### config.mk
export PLATFORM = sky130hd
export DESIGN_NAME = mc_control_flat
export DESIGN_NICKNAME = d
export VERILOG_FILES = /design/src/rtl/mc_control_if.sv /design/src/rtl/mc_control.sv /design/src/flat_wrapper.sv
export SDC_FILE = /design/constraint.sdc
export NUM_CORES = 1
export LEC_CHECK = 0
export ABC_CLOCK_PERIOD_IN_PS = 4000
export CAP_MARGIN = 20
export CORE_MARGIN = 10
export CORE_UTILIZATION = 45
export DETAILED_ROUTE_END_ITERATION = 12
export PLACE_DENSITY = 0.9
export SYNTH_ARGS = -nofsm -noshare
export SYNTH_HDL_FRONTEND = slang
export SYNTH_SLANG_ARGS = --single-unit
### constraint.sdc
create_clock -name i_clk -period 4 [get_ports i_clk]
set_input_delay 0.8 -clock i_clk [delete_from_list [all_inputs] [get_ports i_clk]]
set_output_delay 0.8 -clock i_clk [all_outputs]
set_load 0.005 [all_outputs]
### src/rtl/mc_control_if.sv
// Purpose: bundles the instruction-field inputs and datapath control outputs of mc_control.
// Latency: n/a (signal bundle only).
// Backpressure: none; the controller is free-running with no handshake.
//
// Members:
//   i_opcode, i_funct, i_zf    -> into the controller (instruction fields, ALU zero flag)
//   o_pc_write .. o_pc_src     -> datapath control strobes and selects
//   o_illegal, o_state         -> illegal-instruction pulse and debug state
// Modports: slave = controller side, master = datapath/testbench side.
interface mc_control_if;
  logic [5:0] i_opcode;
  logic [5:0] i_funct;
  logic       i_zf;

  logic       o_pc_write;
  logic       o_iord;
  logic       o_mem_read;
  logic       o_mem_write;
  logic       o_ir_write;
  logic       o_reg_dst;
  logic       o_mem_to_reg;
  logic       o_reg_write;
  logic       o_alu_src_a;
  logic [1:0] o_alu_src_b;
  logic [3:0] o_alu_control;
  logic [1:0] o_pc_src;
  logic       o_illegal;
  logic [3:0] o_state;

  modport slave (
    input  i_opcode, i_funct, i_zf,
    output o_pc_write, o_iord, o_mem_read, o_mem_write, o_ir_write,
           o_reg_dst, o_mem_to_reg, o_reg_write, o_alu_src_a, o_alu_src_b,
           o_alu_control, o_pc_src, o_illegal, o_state
  );

  modport master (
    output i_opcode, i_funct, i_zf,
    input  o_pc_write, o_iord, o_mem_read, o_mem_write, o_ir_write,
           o_reg_dst, o_mem_to_reg, o_reg_write, o_alu_src_a, o_alu_src_b,
           o_alu_control, o_pc_src, o_illegal, o_state
  );
endinterface

### src/rtl/mc_control.sv
// Purpose: multicycle MIPS-subset control FSM (lw, sw, R-type, beq, j, optional addi).
// Latency: 2-5 cycles per instruction (illegal 2, beq/j 3, sw/R/addi 4, lw 5).
// Backpressure: none; advances every cycle, no stall input.
//
// Ports:
//   i_clk    - clock, all state changes on rising edge
//   i_rst_n  - asynchronous active-low reset, forces FETCH immediately
//   bus      - mc_control_if.slave: opcode/funct/zero-flag in, datapath controls out
// Parameter EN_ADDI: 1 = addi supported, 0 = addi decoded as illegal.
module mc_control #(
  parameter bit EN_ADDI = 1'b1
) (
  input  logic          i_clk,
  input  logic          i_rst_n,
  mc_control_if.slave   bus
);

  typedef enum logic [3:0] {
    S_FETCH  = 4'd0,
    S_DECODE = 4'd1,
    S_MEMADR = 4'd2,
    S_MEMRD  = 4'd3,
    S_MEMWB  = 4'd4,
    S_MEMWR  = 4'd5,
    S_REX    = 4'd6,
    S_ALUWB  = 4'd7,
    S_BRANCH = 4'd8,
    S_ADDIEX = 4'd9,
    S_ADDIWB = 4'd10,
    S_JUMP   = 4'd11
  } state_e;

  localparam logic [5:0] OP_R    = 6'b000000;
  localparam logic [5:0] OP_J    = 6'b000010;
  localparam logic [5:0] OP_BEQ  = 6'b000100;
  localparam logic [5:0] OP_ADDI = 6'b001000;
  localparam logic [5:0] OP_LW   = 6'b100011;
  localparam logic [5:0] OP_SW   = 6'b101011;

  localparam logic [3:0] ALU_AND = 4'b0000;
  localparam logic [3:0] ALU_OR  = 4'b0001;
  localparam logic [3:0] ALU_ADD = 4'b0010;
  localparam logic [3:0] ALU_SUB = 4'b0110;
  localparam logic [3:0] ALU_SLT = 4'b0111;
  localparam logic [3:0] ALU_NOR = 4'b1100;

  state_e     state_q, state_d;
  logic [5:0] opcode_q, opcode_d;
  logic [5:0] funct_q, funct_d;
  logic       illegal_q, illegal_d;

  function automatic logic funct_supported(input logic [5:0] f);
    case (f)
      6'b100000, 6'b100010, 6'b100100,
      6'b100101, 6'b100111, 6'b101010: funct_supported = 1'b1;
      default:                         funct_supported = 1'b0;
    endcase
  endfunction

  function automatic logic [3:0] funct_to_alu(input logic [5:0] f);
    case (f)
      6'b100010: funct_to_alu = ALU_SUB;
      6'b100100: funct_to_alu = ALU_AND;
      6'b100101: funct_to_alu = ALU_OR;
      6'b100111: funct_to_alu = ALU_NOR;
      6'b101010: funct_to_alu = ALU_SLT;
      default:   funct_to_alu = ALU_ADD;
    endcase
  endfunction

  // Next-state logic. Only DECODE looks at the live instruction fields; it
  // also captures them so later states are immune to IR-input changes.
  always_comb begin
    state_d   = S_FETCH;
    opcode_d  = opcode_q;
    funct_d   = funct_q;
    illegal_d = 1'b0;
    case (state_q)
      S_FETCH:  state_d = S_DECODE;
      S_DECODE: begin
        opcode_d = bus.i_opcode;
        funct_d  = bus.i_funct;
        case (bus.i_opcode)
          OP_LW, OP_SW: state_d = S_MEMADR;
          OP_R: begin
            if (funct_supported(bus.i_funct)) state_d = S_REX;
            else                              illegal_d = 1'b1;
          end
          OP_BEQ:  state_d = S_BRANCH;
          OP_J:    state_d = S_JUMP;
          OP_ADDI: begin
            if (EN_ADDI) state_d = S_ADDIEX;
            else         illegal_d = 1'b1;
          end
          default: illegal_d = 1'b1;
        endcase
      end
      // Only lw and sw reach MEMADR, so anything other than lw is a store.
      S_MEMADR: state_d = (opcode_q == OP_LW) ? S_MEMRD : S_MEMWR;
      S_MEMRD:  state_d = S_MEMWB;
      S_REX:    state_d = S_ALUWB;
      S_ADDIEX: state_d = S_ADDIWB;
      default:  state_d = S_FETCH;
    endcase
  end

  always_ff @(posedge i_clk or negedge i_rst_n) begin
    if (!i_rst_n) begin
      state_q   <= S_FETCH;
      opcode_q  <= 6'd0;
      funct_q   <= 6'd0;
      illegal_q <= 1'b0;
    end else begin
      state_q   <= state_d;
      opcode_q  <= opcode_d;
      funct_q   <= funct_d;
      illegal_q <= illegal_d;
    end
  end

  // Moore output decode straight off the state register, so an asynchronous
  // reset moves every control to its FETCH value without waiting for a clock.
  // The single exception is BRANCH, where pc_write follows i_zf directly.
  always_comb begin
    bus.o_pc_write    = 1'b0;
    bus.o_iord        = 1'b0;
    bus.o_mem_read    = 1'b0;
    bus.o_mem_write   = 1'b0;
    bus.o_ir_write    = 1'b0;
    bus.o_reg_dst     = 1'b0;
    bus.o_mem_to_reg  = 1'b0;
    bus.o_reg_write   = 1'b0;
    bus.o_alu_src_a   = 1'b0;
    bus.o_alu_src_b   = 2'b00;
    bus.o_alu_control = ALU_ADD;
    bus.o_pc_src      = 2'b00;
    case (state_q)
      S_FETCH: begin
        bus.o_mem_read    = 1'b1;
        bus.o_ir_write    = 1'b1;
        bus.o_pc_write    = 1'b1;
        bus.o_alu_src_b   = 2'b01;
      end
      S_DECODE: bus.o_alu_src_b = 2'b11;
      S_MEMADR, S_ADDIEX: begin
        bus.o_alu_src_a   = 1'b1;
        bus.o_alu_src_b   = 2'b10;
      end
      S_MEMRD: begin
        bus.o_iord        = 1'b1;
        bus.o_mem_read    = 1'b1;
      end
      S_MEMWB: begin
        bus.o_mem_to_reg  = 1'b1;
        bus.o_reg_write   = 1'b1;
      end
      S_MEMWR: begin
        bus.o_iord        = 1'b1;
        bus.o_mem_write   = 1'b1;
      end
      S_REX: begin
        bus.o_alu_src_a   = 1'b1;
        bus.o_alu_control = funct_to_alu(funct_q);
      end
      S_ALUWB: begin
        bus.o_reg_dst     = 1'b1;
        bus.o_reg_write   = 1'b1;
      end
      S_BRANCH: begin
        bus.o_alu_src_a   = 1'b1;
        bus.o_alu_control = ALU_SUB;
        bus.o_pc_src      = 2'b01;
        bus.o_pc_write    = bus.i_zf;
      end
      S_ADDIWB: bus.o_reg_write = 1'b1;
      S_JUMP: begin
        bus.o_pc_src      = 2'b10;
        bus.o_pc_write    = 1'b1;
      end
      // Unused encodings 12-15: everything off, including the ALU opcode.
      default: bus.o_alu_control = 4'b0000;
    endcase
  end

  assign bus.o_illegal = illegal_q;
  assign bus.o_state   = state_q;

endmodule

### src/flat_wrapper.sv
// flat-port wrapper written by rule: the top's interface ports become plain ports
module mc_control_flat 
#(
  parameter bit EN_ADDI = 1'b1
)
  (i_clk, i_rst_n, bus_i_opcode, bus_i_funct, bus_i_zf, bus_o_pc_write, bus_o_iord, bus_o_mem_read, bus_o_mem_write, bus_o_ir_write, bus_o_reg_dst, bus_o_mem_to_reg, bus_o_reg_write, bus_o_alu_src_a, bus_o_alu_src_b, bus_o_alu_control, bus_o_pc_src, bus_o_illegal, bus_o_state);
  mc_control_if bus_i ();
  input  logic i_clk;
  input  logic i_rst_n;
  input wire logic [$bits(bus_i.i_opcode)-1:0] bus_i_opcode;
  input wire logic [$bits(bus_i.i_funct)-1:0] bus_i_funct;
  input wire logic [$bits(bus_i.i_zf)-1:0] bus_i_zf;
  output wire logic [$bits(bus_i.o_pc_write)-1:0] bus_o_pc_write;
  output wire logic [$bits(bus_i.o_iord)-1:0] bus_o_iord;
  output wire logic [$bits(bus_i.o_mem_read)-1:0] bus_o_mem_read;
  output wire logic [$bits(bus_i.o_mem_write)-1:0] bus_o_mem_write;
  output wire logic [$bits(bus_i.o_ir_write)-1:0] bus_o_ir_write;
  output wire logic [$bits(bus_i.o_reg_dst)-1:0] bus_o_reg_dst;
  output wire logic [$bits(bus_i.o_mem_to_reg)-1:0] bus_o_mem_to_reg;
  output wire logic [$bits(bus_i.o_reg_write)-1:0] bus_o_reg_write;
  output wire logic [$bits(bus_i.o_alu_src_a)-1:0] bus_o_alu_src_a;
  output wire logic [$bits(bus_i.o_alu_src_b)-1:0] bus_o_alu_src_b;
  output wire logic [$bits(bus_i.o_alu_control)-1:0] bus_o_alu_control;
  output wire logic [$bits(bus_i.o_pc_src)-1:0] bus_o_pc_src;
  output wire logic [$bits(bus_i.o_illegal)-1:0] bus_o_illegal;
  output wire logic [$bits(bus_i.o_state)-1:0] bus_o_state;
  assign bus_i.i_opcode = bus_i_opcode;
  assign bus_i.i_funct = bus_i_funct;
  assign bus_i.i_zf = bus_i_zf;
  assign bus_o_pc_write = bus_i.o_pc_write;
  assign bus_o_iord = bus_i.o_iord;
  assign bus_o_mem_read = bus_i.o_mem_read;
  assign bus_o_mem_write = bus_i.o_mem_write;
  assign bus_o_ir_write = bus_i.o_ir_write;
  assign bus_o_reg_dst = bus_i.o_reg_dst;
  assign bus_o_mem_to_reg = bus_i.o_mem_to_reg;
  assign bus_o_reg_write = bus_i.o_reg_write;
  assign bus_o_alu_src_a = bus_i.o_alu_src_a;
  assign bus_o_alu_src_b = bus_i.o_alu_src_b;
  assign bus_o_alu_control = bus_i.o_alu_control;
  assign bus_o_pc_src = bus_i.o_pc_src;
  assign bus_o_illegal = bus_i.o_illegal;
  assign bus_o_state = bus_i.o_state;
  mc_control #(.EN_ADDI(EN_ADDI)) u_core (.i_clk(i_clk), .i_rst_n(i_rst_n), .bus(bus_i));
endmodule
Yosys cells after proc, flatten, opt, wreduce, memory -nomap -nowiden
Cells that the tools add are included.

word-level totals
  logic and storage cells = 67
  bits in registers = 17
  bits of input ports = 15

cells by class
  multiplexer cells = 23
  reduce and logical (&&, ||, !) cells = 12
  equality and inequality tests = 28

operators by type and width
  operator                                             number
  equality test 6 bit, second input constant           14
  one-hot mux 4 bit (5 select lines)                   2
  one-hot mux 4 bit (6 select lines)                   1
  equality test 4 x 3 -> 1 bit, second input constant  4
  equality test 4 bit, second input constant           4
  two-way mux 1 bit                                    13
  one-hot mux 4 bit (3 select lines)                   1
  OR reduction 10 bit                                  1
  OR reduction 2 bit                                   5
  equality test 4 x 2 -> 1 bit, second input constant  2
  equality test 6 x 2 -> 1 bit, second input constant  1
  equality test 6 x 3 -> 1 bit, second input constant  1
  equality test 6 x 4 -> 1 bit, second input constant  1
  zero test 6 bit                                      1
  two-way mux 3 bit                                    2
  one-hot mux 2 bit (3 select lines)                   1
  OR reduction 6 bit                                   1
  OR reduction 5 bit                                   1
  equality test 4 x 1 -> 1 bit, second input constant  1
  zero test 4 bit                                      1
  one-hot mux 1 bit (2 select lines)                   2
  one-hot mux 2 bit (2 select lines)                   1
  OR reduction 4 bit                                   1
  OR reduction 3 bit                                   1

Depth between registers and ports, before layout
Gate-level depths: netlist of the first run.

  depth in word-level cells = 8
  gate-level depth with buffers = 5
  mapped depth without buffers = 4

Worst setup path after synthesis of the first run
Ideal clock, no wire load.

  path kind = input port to flip-flop
  start = in bus_i_opcode[0]
  end = reg u_core.state_q[0], in the netlist u_core.bus.o_state[0]
  cell stages on the path = 3
  arrival time = 1.849 ns
  library setup time = 0.094 ns
  path slack = 2.057 ns
  buffers on the path = 0
  path through = or3_4 or4_4 a221oi_2

on the way
  cells in the longest elaborated chain, start to end = 4
  elaborated cells between the ends (all ways) = 9
  those cells by class = eq/ne: 5; mux: 2; reduce/logical: 2

RTL lines
  item                                    line                text
  start: declaration                      flat_wrapper.sv:10  input wire logic [$bits(bus_i.i_opcode)-1:0] bus_i_opcode;
  equality test 6 bit                     mc_control.sv:83    case (bus.i_opcode)
  OR reduction 2 bit                      -
  one-hot mux 4 bit (5 select lines) (*)  mc_control.sv:83
  one-hot mux 4 bit (6 select lines) (*)  mc_control.sv:78    case (state_q)
  via u_core.state_d[0]                   mc_control.sv:47    state_e state_q, state_d;
  end signal: assignment                  mc_control.sv:114   state_q <= state_d;
  end: declaration                        mc_control.sv:47

The timed path passes the listed nets; every way through them passes the cells marked *.
A chain may end at the register's enable or synchronous reset.

Final worst setup path of the first run
  start = reg u_core.state_q[1], in the netlist u_core.bus.o_state[1]
  end = out bus_o_alu_control[3]

on the way
  cells in the longest elaborated chain, start to end = 3
  elaborated cells between the ends (all ways) = 14
  those cells by class = eq/ne: 11; mux: 1; reduce/logical: 2

RTL lines
  item                                                        line                text
  equality test 4 x 1 -> 1 bit, or another cell as far along  mc_control.sv:137   case (state_q)
  OR reduction 10 bit (no source line)                        -
  one-hot mux 4 bit (3 select lines) (*)                      mc_control.sv:137
  end: declaration                                            flat_wrapper.sv:23  output wire logic [$bits(bus_i.o_alu_control)-1:0] bus_o_alu_control;

Mark *: on every way between the ends. The rest lies on a longest branch, timed or not.

==> results of run 1 <==
cell families after synthesis:
family / after synthesis
buffers and inverters: 11
multiplexers: 14
flip-flops: 17
AO/OA/AOI/OAI: 19
XOR/XNOR: 4
AND/OR/NAND/NOR: 51
state kept, by name, summed over array words and instances (netlist names):
register	cells
u_core.bus.o_state	4
u_core.bus.o_illegal	1
u_core.opcode_q	6
u_core.funct_q	6
where the power goes:
part	total [mW]	leakage (nW)	internal, mW	switching, mW
Sequential	0.344	0.205	0.248	0.0958
Clock	0.0903	0.0177	0.0372	0.0531
Combinational	0.390	0.361	0.246	0.144
stage by stage:
| stage | utilization | setup slack, ns | power [mW] | hold slack [ns] | instance area, sq um |
|---|---|---|---|---|---|
| 2_1_floorplan | - | 2.06 | 0.574 | 0.472 | 1110 |
| 6_report | 0.654 | 1.03 | 0.825 | 0.512 | 1490 |
| 3_3_place_gp | 0.642 | 1.11 | 0.716 | 0.481 | 1460 |
| 5_1_grt | 0.654 | 0.799 | 0.889 | 0.532 | 1490 |
| 4_1_cts | 0.654 | 1.01 | 0.833 | 0.514 | 1490 |
| 3_5_place_dp | 0.642 | 1.06 | 0.742 | 0.491 | 1460 |
placed cells by master, fill, tap and decap left out, types with 2 or more instances in the layout:
cell,n
xnor2_1,3
nand2b_1,5
nor3b_1,4
nand2_1,4
a31oi_1,3
or3_1,2
mux2i_1,2
inv_1,2
nor2_1,13
o21ai_0,5
nor2b_1,4
clkbuf_4,3
nor4bb_1,2
dfrtp_1,17
nor4_1,2
mux2_2,12
a21oi_1,2
nor3_1,5
clkdlybuf4s50_1,36
final timing paths:
kind	slack, ns	endpoint	depth (start not counted)
max	1.03	bus_o_alu_control[3]	4
max in group asynchronous	2.62	u_core.opcode_q[1]$_DFFE_PN0P_	1
max reg2reg	1.73	u_core.opcode_q[5]$_DFFE_PN0P_	3
min in group asynchronous	0.93	u_core.opcode_q[3]$_DFFE_PN0P_	1
min reg2reg	0.51	u_core.funct_q[5]$_DFFE_PN0P_	1
min	0.51	u_core.funct_q[5]$_DFFE_PN0P_	1
worst max-delay path, cell delays in order (launching register included):
cell	delay, ns
dfrtp_1	0.69
nor2b_1	0.27
and3_1	0.21
and4_1	0.20
clkdlybuf4s50_1	0.50
routing by layer:
metal  wire length [microns]  track usage  share of wire  vias up
met3                     217       0.0442          0.080        2
met2                    1330        0.174           0.49       35
met4                      12       0.0266         0.0044        0
met5                       0            0              0        -
li1                        -            -              -      482
met1                    1160        0.133           0.43      484
area by class of cell:
cell class                 instances  area share
clock buffer                       3      0.0151
clock inverter                     1     0.00336
inverter                           2     0.00504
multi-input combinational         88       0.425
sequential                        17       0.286
tap                               28      0.0235
timing repair buffer              36       0.242
==> results_dict.tcl, run 1 <==
set metrics [dict create \
    syn_area_sq_um 1110 \
    yosys-top-cells-count "dfrtp_1, nor2_1, mux2_2" \
    vias 1003 \
    port_buffers 36 \
    cts_resized 0 \
    powerDensity_nw_per_um2 554 \
    viasPerCell 5.73 \
    ys_seq_area_frac 0.385 \
    synthSimpleGateAreaFrac 0.278 \
    fin_crit_sh 0.744 \
    fmax_mhz 336 \
    worstHoldStart "u_core.funct_q[5]$_DFFE_PN0P_" \
    yosysWarnings 0 \
    grt_usage 0.110 \
    worst_setup_path_end_kind "output port" \
    synth.avg_cell_area_sq_um 9.54 \
    finClkSkew_ns 0.00330 \
    crit_required_ns 3.20 \
    synthMuxAreaShare 0.140 \
    synth_compound_area_frac 0.122 \
    synthCells 116 \
    synth_seq_cells 17 \
    multi_input_area_sq_um 633 \
    ctsRootBufferMaster "clkbuf_4" \
    regToRegStartpoint "u_core.bus.o_state[0]$_DFF_PN0_" \
    overflow 0 \
    yosys.area.top_type "dfrtp_1" \
    nets 163 \
    gp_congestion 0.838 \
    area_growth_pct 34.6 \
    finalHoldViolations 0 \
    dieWidth_microns 69.6 \
    clkTransAtPathRegs_ns 0.10 \
    ant_nets 0 \
    dr.pass1.iters 4 \
    drt_iter0_drc 38 \
    synth-edff-count 0 \
    register_area_sq_um 425 \
    async_flop_share 1.00 \
    finalWirelength_microns 2720 \
    status "complete, no violations" \
    yosysMostFrequentCell "dfrtp_1" \
    drive_gt1_frac 0.143 \
    initial_core_util 0.486 \
    grt_pass1_wl_microns 4630 \
    synth_area_leaders "dfrtp_1, mux2_2, nor2_1, nand2b_1, nor3b_1" \
    grt_max_degree 19 \
    cts_tree "built" \
    place_hpwl_microns 2150 \
    timing.final.crit_period_ns 2.98 \
    synth_top_family_by_area "simple AND/OR/NAND/NOR gates" \
    core_sq_um 2280 \
    die-height_microns 69.6 \
    fillers 185 \
    startpoint "u_core.bus.o_state[1]$_DFF_PN0_" \
    cp_data_arrival_time_ns 2.18 \
    clock_latency_ns 0.29 \
    die_area_sq_um 4840 \
    timing.hold.worst.class "flip-flop to flip-flop" \
    cts_max_level 1 \
    yosys.area_share.xor_xnor 0.0317 \
    setup_tns_ns 0 \
    wl_per_cell_microns 15.5 \
    worst_slew_pin_slew_ns 0.961 \
    slew-limit-headroom 0.356 \
    drc 0 \
    hold_buffers 0 \
    fp-row-count 17 \
    dp_cells 171 \
    clkSinkCount 17 \
    syn_nets 131 \
    n_antenna_cell 0 \
    stdcell_count 175 \
    antenna_found_initial 0 \
    synth_fa_ha_area_frac 0 \
    ios 37 \
    grt_pass1_vias 965 \
    path_max_fanout 18 \
    cts_setup_buffers 0 \
    yosysTopAreaCellShare 0.385 \
    cts-buffers-inserted 3 \
    final-setup-viol-count 0 \
    max-vdd-ir-drop_mv 0.392 \
    clock_path_buffers 2 \
    critical_path_class "flip-flop to output port" \
    report.final.slew_viol_count 0 \
    rsz0062_at_grt "false" \
    p_leak_nw 0.584 \
    maxCapViolCount 0 \
    ys.flop_type "dfrtp_1" \
    critPathLaunchType "flip-flop" \
    yosysUniqueCellTypes 41 \
]
Power figures use the tool's default switching activity.
==> run 2, diff against run 1 <==
- ABC_CLOCK_PERIOD_IN_PS: 4000 -> 2600
- CORE_UTILIZATION: 45 -> 41
- PLACE_DENSITY: 0.9 -> 0.87
- clock period: 4 -> 2.6 ns (I/O delays scaled with it)
==> run 2 against run 1 <==
Against the previous run: via count increased by 2.1%; clock skew decreased by 0.0012 ns; utilization shrank 5.1 points; routed wire length up 3.0%; sequential power increased by 51%; final cell count grew 3.4%; critical path depth grew 1; design area up 2.3%; critical path type unchanged; largest cell class unchanged.
==> results_dict.tcl, run 2 (synthesized netlist as in run 1, its figures left out) <==
set metrics [dict create \
    rr_endpoint "u_core.opcode_q[2]$_DFFE_PN0P_" \
    layout_commonest_cell "clkdlybuf4s50_1" \
    slew-limit-headroom 0.516 \
    die_area_sq_um 5180 \
    dpl_cell_area_sq_um 1490 \
    regToRegStartpoint "u_core.bus.o_state[0]$_DFF_PN0_" \
    area_growth_pct 37.7 \
    finClkSkew_ns 0.00210 \
    cts_setup_buffers 0 \
    crit_required_ns 2.08 \
    stdcell_count 181 \
    worstHoldStart "u_core.funct_q[5]$_DFFE_PN0P_" \
    report.final.slew_viol_count 0 \
    drc 0 \
    initial_core_util 0.438 \
    cts-buffers-inserted 3 \
    fin_crit_sh 0.926 \
    maxCapViolCount 0 \
    ant_nets 0 \
    final_cell_area_sq_um 1520 \
    critical_path_class "flip-flop to output port" \
    ctsRootBufferMaster "clkbuf_4" \
    worst_slew_pin_slew_ns 0.724 \
    timing.hold.worst.class "flip-flop to flip-flop" \
    finalWirelength_microns 2800 \
    rrSetupSlack_ns 0.67 \
    grt_pass1_vias 1053 \
    overflow 0 \
    core_sq_um 2520 \
    drive_gt1_frac 0.172 \
    cp_data_arrival_time_ns 1.89 \
    clkSinkCount 17 \
    critPathLaunchType "flip-flop" \
    worst_setup_path_end_kind "output port" \
    powerDensity_nw_per_um2 850 \
    antenna_found_initial 0 \
    fp-row-count 18 \
    status "complete, no violations" \
    holdPathEnd "u_core.funct_q[5]$_DFFE_PN0P_" \
    place_hpwl_microns 2220 \
    worstRegToRegCells 4 \
    cts_tree "built" \
    clock_path_buffers 2 \
    finalHoldViolations 0 \
    whs_path_depth 1 \
    viasPerCell 5.66 \
    grt_max_degree 19 \
    grt_pass1_wl_microns 4770 \
    timing.final.crit_period_ns 2.41 \
    drt_iter0_drc 73 \
    vias 1024 \
    dr.pass1.iters 5 \
    final-setup-viol-count 0 \
    nets 167 \
    clock_latency_ns 0.29 \
    wl_per_cell_microns 15.5 \
    ios 37 \
    final_cell_mix "clkdlybuf4s50_1, dfrtp_1, nor2_1" \
    cts_max_level 1 \
    n_antenna_cell 0 \
    clkTransAtPathRegs_ns 0.09 \
    grt_usage 0.108 \
    p_leak_nw 0.600 \
    fmax_mhz 415 \
    port_buffers 36 \
    max-vdd-ir-drop_mv 0.681 \
    rsz0062_at_grt "false" \
    dieWidth_microns 71.9 \
    path_max_fanout 10 \
    hold_buffers 0 \
    dp_cells 177 \
    gp_congestion 0.789 \
    setup_tns_ns 0 \
    die-height_microns 71.9 \
]
[run 2: cell count changes in the layout (fill, tap and decap cells not counted)]
| cell | delta |
|---|---|
| dfrtp_2 | +2 |
| dfrtp_1 | -2 |
| clkinv_2 | -1 |
| clkbuf_1 | +1 |
| buf_4 | +4 |
[run 2: critical path: stages (launching register included)]
cell	delay (ns)
dfrtp_2	0.46
nor2b_1	0.23
and3_1	0.22
o21ai_0	0.09
nor2_1	0.09
clkdlybuf4s50_1	0.51
[run 2: power by group]
| part | internal [mW] | switching (mW) |
|---|---|---|
| sequential | 0.385 | 0.136 |
| clock | 0.0598 | 0.0752 |
| combinational | 0.397 | 0.241 |
[run 2: worst max-delay path by stage]
stage                                         start                               to  slack (ns)  cells past startpoint
finish              u_core.bus.o_state[1]$_DFF_PN0_             bus_o_alu_control[0]        0.19                      5
global route        u_core.bus.o_state[3]$_DFF_PN0_                   bus_o_pc_write        0.04                      6
CTS                 u_core.bus.o_state[0]$_DFF_PN0_             bus_o_alu_control[1]        0.09                      4
detailed placement                         bus_i_zf                   bus_o_pc_write        0.23                      6
global placement                           bus_i_zf                   bus_o_pc_write        0.28                      6
floorplan                           bus_i_opcode[0]  u_core.bus.o_state[0]$_DFF_PN0_        0.94                      3
[run 2: area by class of cell]
type | instances | area [sq um]
flip-flops and latches | 17 | 428
clock buffers | 4 | 26.3
well taps | 30 | 37.5
multi-input cells | 88 | 633
repair buffers | 40 | 390
inverters | 2 | 7.51
fillers | 237 | 1000
[run 2: timing repair]
action / CTS / global route
setup endpoints to repair: 0 / 5
gates resized for setup: 0 / 2
endpoints found under the hold margin: 0 / 0
[run 2: per-layer routing]
| layer | share of wire | wire [microns] | global-route usage | vias to the layer above |
|---|---|---|---|---|
| met5 | 0 | 0 | 0 | - |
| met4 | 0.0082 | 23 | 0.0301 | 0 |
| met3 | 0.078 | 219 | 0.0299 | 4 |
| met2 | 0.47 | 1320 | 0.187 | 38 |
| met1 | 0.44 | 1240 | 0.125 | 486 |
| li1 | - | - | - | 496 |
[run 2: stage by stage]
step | hold WS, ns | power [mW] | setup slack, ns | util
finish | 0.516 | 1.29 | 0.192 | 0.604
global route | 0.535 | 1.40 | 0.0400 | 0.604
CTS | 0.518 | 1.30 | 0.0866 | 0.603
detailed placement | 0.497 | 1.17 | 0.231 | 0.592
global placement | 0.482 | 1.13 | 0.278 | 0.592
floorplan | 0.224 | 0.882 | 0.937 | -
==> run 3, diff against run 2 <==
- REMOVE_ABC_BUFFERS: unset -> 1
==> run 3 against run 2 <==
Against the previous run: clock skew is essentially flat; first-iteration DRC count shrank 45%; non-clock buffer count shrank 1; clock-buffer cell count is the same; setup slack gained 0.0013 ns; fmax is essentially flat; clock power grew 5%; critical endpoint is now bus_o_reg_write; routed wire length shrank 5.2%; die area is the same; hold slack gained 0.0015 ns; global-route usage shrank 0.74 points.
==> results_dict.tcl, run 3 (synthesized netlist as in run 1, its figures left out) <==
set metrics [dict create \
    ant_nets 0 \
    cts_max_level 1 \
    drc 0 \
    stdcell_count 180 \
    cts_setup_buffers 0 \
    initial_core_util 0.438 \
    port_buffers 36 \
    fin_crit_sh 0.926 \
    p_leak_nw 0.593 \
    worstRegToRegCells 4 \
    drt_iter0_drc 40 \
    wl_met2_microns 1180 \
    ios 37 \
    viasPerCell 5.58 \
    core_sq_um 2520 \
    worst_setup_path_end_kind "output port" \
    final_cell_mix "clkdlybuf4s50_1, dfrtp_1, nor2_1" \
    timing.final.crit_period_ns 2.41 \
    place_hpwl_microns 2150 \
    clock_latency_ns 0.29 \
    cts_resized 0 \
    maxCapViolCount 0 \
    ctsRootBufferMaster "clkbuf_4" \
    drive_gt1_frac 0.180 \
    antenna_found_initial 0 \
    report.final.slew_viol_count 0 \
    final-setup-viol-count 0 \
    dp_cells 176 \
    finalWirelength_microns 2660 \
    vias 1005 \
    slew-limit-headroom 0.500 \
    timing.hold.worst.class "flip-flop to flip-flop" \
    routed-wl-met3_microns 259 \
    regToRegStartpoint "u_core.bus.o_state[0]$_DFF_PN0_" \
    cts_tree "built" \
    grt_usage 0.100 \
    startpoint "u_core.bus.o_state[3]$_DFF_PN0_" \
    finalHoldViolations 0 \
    finClkSkew_ns 0.00248 \
    dieWidth_microns 71.9 \
    grt_pass1_vias 1007 \
    crit_required_ns 2.08 \
    rsz0062_at_grt "false" \
    die-height_microns 71.9 \
    highest_layer "met4" \
    worstHoldStart "u_core.opcode_q[5]$_DFFE_PN0P_" \
    critPathLaunchType "flip-flop" \
    max-vdd-ir-drop_mv 0.490 \
    dr.pass1.iters 4 \
    whs_path_depth 1 \
    clock_path_buffers 2 \
    nets 166 \
    n_antenna_cell 0 \
    overflow 0 \
    hold_buffers 0 \
    status "complete, no violations" \
    clkSinkCount 17 \
    path_max_fanout 15 \
    die_area_sq_um 5180 \
    fmax_mhz 416 \
    layout_commonest_cell "clkdlybuf4s50_1" \
    worst_slew_pin_slew_ns 0.748 \
    area_growth_pct 37.3 \
    powerDensity_nw_per_um2 846 \
    clkTransAtPathRegs_ns 0.10 \
    grt_max_degree 19 \
    gp_congestion 0.838 \
    wl_met1_microns 1200 \
    critical_path_class "flip-flop to output port" \
    cp_data_arrival_time_ns 1.89 \
    setup_tns_ns 0 \
    fp-row-count 18 \
    cts-buffers-inserted 3 \
    grt_pass1_wl_microns 4420 \
    wl_per_cell_microns 14.8 \
]
==> run 3: changes by cell type in the layout (fill, tap and decap cells not counted) <==
cell | before | now
nor2b_2 | 0 | 1
dfrtp_1 | 15 | 14
nor2b_1 | 4 | 3
buf_4 | 4 | 3
dfrtp_2 | 2 | 3
==> run 3: critical path, stage by stage, from the launching register on <==
cell	delay, ns
dfrtp_2	0.52
nand2b_1	0.23
nor3_1	0.23
a21o_1	0.12
clkdlybuf4s50_1	0.50
==> run 3: layout make-up <==
cell class,count,area [sq um]
Inverter,2,7.51
Timing Repair Buffer,39,383
Clock buffer,4,26.3
Sequential cell,17,429
Multi-Input combinational cell,88,636
Fill cell,232,1000
Tap cell,30,37.5
==> run 3: final timing paths <==
kind,end,slack [ns]
setup / recovery,bus_o_reg_write,0.19
hold / removal,u_core.opcode_q[5]$_DFFE_PN0P_,0.52
setup reg to reg,u_core.opcode_q[0]$_DFFE_PN0P_,0.69
hold reg to reg,u_core.opcode_q[5]$_DFFE_PN0P_,0.52
max in group asynchronous,u_core.bus.o_state[0]$_DFF_PN0_,1.42
min in group asynchronous,u_core.opcode_q[4]$_DFFE_PN0P_,0.66
==> run 3: layer usage <==
metal	vias to the layer above	track usage
li1	496	-
met1	469	0.115
met2	38	0.164
met3	2	0.0408
met4	0	0.0366
met5	-	0
==> run 3: stage by stage <==
stage	instance area, sq um	util	hold WS, ns	total power, mW	setup slack (ns)
3_5_place_dp	1490	0.589	0.496	1.15	0.261
4_1_cts	1510	0.600	0.518	1.29	0.0564
2_1_floorplan	1070	-	0.224	0.850	0.719
6_report	1520	0.602	0.518	1.28	0.194
3_3_place_gp	1490	0.589	0.482	1.12	0.278
5_1_grt	1520	0.602	0.536	1.39	0.0277
==> run 3: power by group <==
| part | switching (mW) | internal [mW] | leakage (nW) |
|---|---|---|---|
| clock network | 0.0825 | 0.0597 | 0.0150 |
| logic | 0.224 | 0.394 | 0.377 |
| registers | 0.138 | 0.385 | 0.201 |
| total | 0.445 | 0.839 | 0.593 |
